`src/rtl/imem_loader.sv`:
```
// Boot loader: assembles a framed byte stream into big-endian 32-bit words and writes them to instruction memory.
// Latency: write strobe one cycle after a word's 4th byte; DONE/ERROR visible the cycle after the CHECK byte.
// Backpressure: byteReadyOut high in COUNT/DATA/CHECK (one byte per cycle), low in DONE/ERROR (stream stalls).
//
// Ports:
//   clkIn, rstIn                   clock, synchronous active-high reset
//   byteIn/byteValidIn/byteReadyOut framed input stream (COUNT, 4*N data bytes, CHECK)
//   wrEnOut/wrAddrOut/wrDataOut    instruction-memory write port
//   cpuResetOut                    holds the core in reset until the program verifies
//   loadDoneOut, errOut            load complete / checksum mismatch (both terminal until reset)
module imem_loader #(
    parameter logic [31:0] BASE_ADDR = 32'h0000_0000,
    parameter int          ADDR_W    = 32
) (
    input  logic              clkIn,
    input  logic              rstIn,
    input  logic [7:0]        byteIn,
    input  logic              byteValidIn,
    output logic              byteReadyOut,
    output logic              wrEnOut,
    output logic [ADDR_W-1:0] wrAddrOut,
    output logic [31:0]       wrDataOut,
    output logic              cpuResetOut,
    output logic              loadDoneOut,
    output logic              errOut
);

    typedef enum logic [2:0] {
        S_COUNT = 3'd0,
        S_DATA  = 3'd1,
        S_CHECK = 3'd2,
        S_DONE  = 3'd3,
        S_ERROR = 3'd4
    } state_t;

    localparam logic [ADDR_W-1:0] BASE = ADDR_W'(BASE_ADDR);

    state_t            state, stateNext;
    logic [7:0]        wordCnt, wordCntNext;
    logic [7:0]        wordIdx, wordIdxNext;
    logic [1:0]        byteIdx, byteIdxNext;
    logic [7:0]        acc, accNext;
    // First three bytes of the word in flight, oldest in [23:16].
    logic [23:0]       shiftReg, shiftRegNext;
    logic              wrEn, wrEnNext;
    logic [ADDR_W-1:0] wrAddr, wrAddrNext;
    logic [31:0]       wrData, wrDataNext;
    logic              accept;

    assign accept = byteValidIn && byteReadyOut;

    always_ff @(posedge clkIn) begin
        if (rstIn) begin
            state    <= S_COUNT;
            wordCnt  <= 8'd0;
            wordIdx  <= 8'd0;
            byteIdx  <= 2'd0;
            acc      <= 8'd0;
            shiftReg <= 24'd0;
            wrEn     <= 1'b0;
            wrAddr   <= '0;
            wrData   <= 32'd0;
        end else begin
            state    <= stateNext;
            wordCnt  <= wordCntNext;
            wordIdx  <= wordIdxNext;
            byteIdx  <= byteIdxNext;
            acc      <= accNext;
            shiftReg <= shiftRegNext;
            wrEn     <= wrEnNext;
            wrAddr   <= wrAddrNext;
            wrData   <= wrDataNext;
        end
    end

    always_comb begin
        stateNext    = state;
        wordCntNext  = wordCnt;
        wordIdxNext  = wordIdx;
        byteIdxNext  = byteIdx;
        accNext      = acc;
        shiftRegNext = shiftReg;
        wrEnNext     = 1'b0;
        wrAddrNext   = wrAddr;
        wrDataNext   = wrData;

        case (state)
            S_COUNT: begin
                if (accept) begin
                    wordCntNext = byteIn;
                    wordIdxNext = 8'd0;
                    byteIdxNext = 2'd0;
                    accNext     = 8'd0;
                    // An empty program still needs its (zero) CHECK byte.
                    stateNext   = (byteIn != 8'd0) ? S_DATA : S_CHECK;
                end
            end
            S_DATA: begin
                if (accept) begin
                    accNext = acc ^ byteIn;
                    if (byteIdx == 2'd3) begin
                        wrEnNext    = 1'b1;
                        wrDataNext  = {shiftReg, byteIn};
                        // Address wraps silently at 2^ADDR_W.
                        wrAddrNext  = BASE + ADDR_W'({wordIdx, 2'b00});
                        wordIdxNext = wordIdx + 8'd1;
                        byteIdxNext = 2'd0;
                        if (wordIdx == wordCnt - 8'd1) begin
                            stateNext = S_CHECK;
                        end
                    end else begin
                        shiftRegNext = {shiftReg[15:0], byteIn};
                        byteIdxNext  = byteIdx + 2'd1;
                    end
                end
            end
            S_CHECK: begin
                if (accept) begin
                    stateNext = (byteIn == acc) ? S_DONE : S_ERROR;
                end
            end
            S_DONE:  stateNext = S_DONE;
            S_ERROR: stateNext = S_ERROR;
            default: stateNext = S_COUNT;
        endcase
    end

    // Status outputs decode the registered state, so they change on the
    // same edge that enters DONE/ERROR.
    assign byteReadyOut = (state == S_COUNT) || (state == S_DATA) || (state == S_CHECK);
    assign cpuResetOut  = (state != S_DONE);
    assign loadDoneOut  = (state == S_DONE);
    assign errOut       = (state == S_ERROR);
    assign wrEnOut      = wrEn;
    assign wrAddrOut    = wrAddr;
    assign wrDataOut    = wrData;

endmodule

```
`config.mk`:
```
export PLATFORM = sky130hd
export DESIGN_NAME = imem_loader
export DESIGN_NICKNAME = d
export VERILOG_FILES = /design/src/rtl/imem_loader.sv
export SDC_FILE = /design/constraint.sdc
export NUM_CORES = 1
export LEC_CHECK = 0
export ABC_AREA = 0
export ABC_CLOCK_PERIOD_IN_PS = 2650
export BUFFER_PORTS_ARGS = -buffer_cell sky130_fd_sc_hd__buf_2
export CORE_UTILIZATION = 44
export CTS_BUF_LIST = sky130_fd_sc_hd__clkbuf_2 sky130_fd_sc_hd__clkbuf_4 sky130_fd_sc_hd__clkbuf_8
export DETAILED_ROUTE_END_ITERATION = 7
export PLACE_DENSITY_LB_ADDON = 0.3
export SYNTH_ARGS = -nofsm -noshare
export SYNTH_HDL_FRONTEND = slang
export SYNTH_SLANG_ARGS = --single-unit
```
`constraint.sdc`:
```
create_clock -name clkIn -period 2.65 [get_ports clkIn]
set_input_delay 0.265 -clock clkIn [delete_from_list [all_inputs] [get_ports clkIn]]
set_output_delay 0.265 -clock clkIn [all_outputs]
set_load 0.01 [all_outputs]
```
==> flow_metrics.env <==
export IMPL_run_status="complete, but fails checks"
export IMPL_violations="design-rule violations"
export IMPL_synth_top_cell_area_share_pct=46.3
export IMPL_holdCritPathClass="primary input to flop"
export IMPL_drv_cap=0
export IMPL_hold_path_end="wrDataOut[3]"
export IMPL_numPortBuffers=55
export IMPL_clock_latency_ns=0.36
export IMPL_critPathKind="flop to output port"
export IMPL_ys_ff_latch=94
export IMPL_drc_errors=8
export IMPL_detailedRoute_firstPassIterationCount=7
export IMPL_synth_edf_count=0
export IMPL_tritoncts="yes"
export IMPL_hp_start="byteIn[3]"
export IMPL_dpl_hpwl_um=6160
export IMPL_grt_ovfl_total=0
export IMPL_met3_length_um=434
export IMPL_syn2layout_area_growth_pct=10.4
export IMPL_reg2reg_depth=5
export IMPL_finalCriticalPeriod_ns=2.16
export IMPL_netlist_area_mm2=0.00406
export IMPL_endpoint_kind="output port"
export IMPL_cts_setup_buffers=0
export IMPL_synth_warnings=0
export IMPL_first_iter_violations=208
export IMPL_dominantRegCellSynth="dfxtp_1"
export IMPL_route_met2_wl_um=4240
export IMPL_relSlewSlack_pct=57.9
export IMPL_crit_arrival_ns=1.89
export IMPL_p_leak_nw=1.74
export IMPL_clkTransAtPathRegs_ns=0.08
export IMPL_reg2reg_slack_ns=0.61
export IMPL_synth_area_leader_cell="dfxtp_1"
export IMPL_via_count=3424
export IMPL_clock_sinks=94
export IMPL_r2r_end="wordIdx[7]"
export IMPL_ios=80
export IMPL_fin_total_pwr_mw=2.71
export IMPL_wirelength_um=8890
export IMPL_wl_met1_um=4150
export IMPL_grtUsageTotal_pct=19.0
export IMPL_fin_util_pct=50.7
export IMPL_drtAntennaViolNets=0
export IMPL_worst_slew_pin_slew_ns=0.632
export IMPL_fin_nets=571
export IMPL_min_path_cells=3
export IMPL_timing_rr_start="state[2]"
export IMPL_cts_hold_buf=0
export IMPL_finalSetupViolCount=0
export IMPL_initial_core_util_pct=45.9
export IMPL_via_per_inst=5.11
export IMPL_yosys_cell_count_top_type="nand2_1"
export IMPL_ys_seq_area_share_pct=46.3
export IMPL_wl_per_cell_um=13.3
export IMPL_power_density_mw_per_mm2=605
export IMPL_fp_dieArea_mm2=0.00962
export IMPL_die_x_um=98.1
export IMPL_grt_pass1_vias=3183
export IMPL_fmax_mhz=463
export IMPL_grt_setup_unrepaired="no"
export IMPL_syn_inst=525
export IMPL_async_flop_share_pct=0
export IMPL_cp_max_fo=13
export IMPL_rows=34
export IMPL_slew_viol_final=0
export IMPL_cts_max_path_buffers=2
export IMPL_ys_top_cells_by_count="nand2_1 (158), dfxtp_1 (94), a21oi_1 (89), clkbuf_1 (35), buf_4 (24)"
export IMPL_clock_skew_ns=0.00515
export IMPL_synth_cell_type_count=38
export IMPL_grt_max_degree=36
export IMPL_dr_max_layer_used="met4"
export IMPL_place_congestion=0.792
export IMPL_fin_tns_setup_ns=0
export IMPL_worstPathRequired_ns=2.38
export IMPL_startpoint_type="flop"
export IMPL_irDropWorstVdd_mv=0.341
export IMPL_grt_pass1_wl_um=14800
export IMPL_die_y_um=98.1
export IMPL_synth_area_leaders="dfxtp_1 (46%), nand2_1 (15%), a21oi_1 (11%), buf_4 (4.4%), clkbuf_1 (3.2%)"
export IMPL_antenna_cells=0
export IMPL_core_region_area_mm2=0.00885
export IMPL_drive_gt1_share_pct=15.3
export IMPL_htreeDepth=3
export IMPL_avgSynthCellArea_um2=7.74
export IMPL_hold_viol=0
export IMPL_antenna_found_initial=0
export IMPL_cts_made_buffers=9
export IMPL_root_buffer="clkbuf_8"
export IMPL_period_share_pct=81.4
export IMPL_postCtsResizedCells=0
-- layout by cell type (no fill, tap or decap), types with 2 or more instances in the layout --
cell,synthesis,layout
nand2_1,158,158
dfxtp_1,94,94
a21oi_1,89,89
buf_2,7,55
conb_1,1,24
nor2_1,21,21
o21ai_0,13,13
xor2_1,12,12
xnor2_1,11,11
clkbuf_8,0,10
nand3b_1,9,9
buf_4,24,9
inv_1,6,6
nor4_1,6,6
or3_1,3,3
nand2b_1,3,3
nand4_1,3,3
nor3_1,4,3
ha_1,3,3
clkinv_2,0,3
nor3_2,1,2
nor2b_1,2,2
and3_1,2,2
o21bai_1,2,2
a211oi_1,2,2
-- flip-flops by register name, indices dropped and copies added, names as in the netlist --
signal and cells:
wordIdx 8, acc 8, shiftReg 24, wrDataOut 32, state 3, wrAddrOut 8, byteIdx 2, wrEnOut 1
wordCnt 8
-- stage by stage --
stage,worst slack (ns),cells,hold WS (ns),instance area (µm²)
2_1_floorplan,0.808,548,0.432,4150
3_3_place_gp,0.637,654,0.441,4290
3_5_place_dp,0.623,654,0.446,4290
4_1_cts,0.475,670,0.207,4480
5_1_grt,0.366,670,0.218,4480
6_report,0.492,670,0.218,4480
-- worst max-delay path, cell delays in order, from the launching register on --
cell and delay, ns:
dfxtp_1 0.59, inv_1 0.35, or3_1 0.42, inv_1 0.06, buf_2 0.12
-- cell type report --
cell class	count	area, µm²
Timing Repair Buffer	64	343
Sequential cell	94	1880
Fill cell	909	4360
Clock buffer	10	138
Inverter	7	26.3
Tap cell	108	135
Multi-Input combinational cell	381	1900
Clock inverter	6	61.3
-- per-layer routing --
metal / global-route usage, % / vias to the layer above
li1: - / 1727
met4: 3.96 / 0
met1: 25.1 / 1603
met3: 4.87 / 8
met2: 31.5 / 86
met5: 0 / -
-- cells by family (layout without fill, tap and decap cells) --
logic type | count (synthesis) | after routing | synth area share, %
AND/OR/NAND/NOR | 217 | 217 | 23.2
AO/OA/AOI/OAI | 113 | 113 | 15.1
flip-flops | 94 | 94 | 46.3
buffers and inverters | 73 | 87 | 9.18
XOR/XNOR | 23 | 23 | 4.96
adder cells (fa/ha/maj) | 3 | 3 | 0.924
other | 1 | 24 | 0.0923
multiplexers | 1 | 1 | 0.246
-- where the power goes --
| part | internal, mW | switching [mW] | leakage, nW |
|---|---|---|---|
| registers | 1.44 | 0.0429 | 0.760 |
| clock network | 0.458 | 0.487 | 0.102 |
| logic | 0.0972 | 0.184 | 0.879 |
| total | 2.00 | 0.714 | 1.74 |
-- worst max-delay path by stage --
stage	start	endpoint	slack, ns	depth (start not counted)
floorplan	wordCnt[0]	state[1]	0.81	10
global placement	byteValidIn	wordIdx[7]	0.64	6
detailed placement	byteValidIn	wordIdx[7]	0.62	6
CTS	state[0]	loadDoneOut	0.48	4
global route	state[0]	loadDoneOut	0.37	4
finish	state[0]	loadDoneOut	0.49	4
Power figures use the tool's default switching activity.
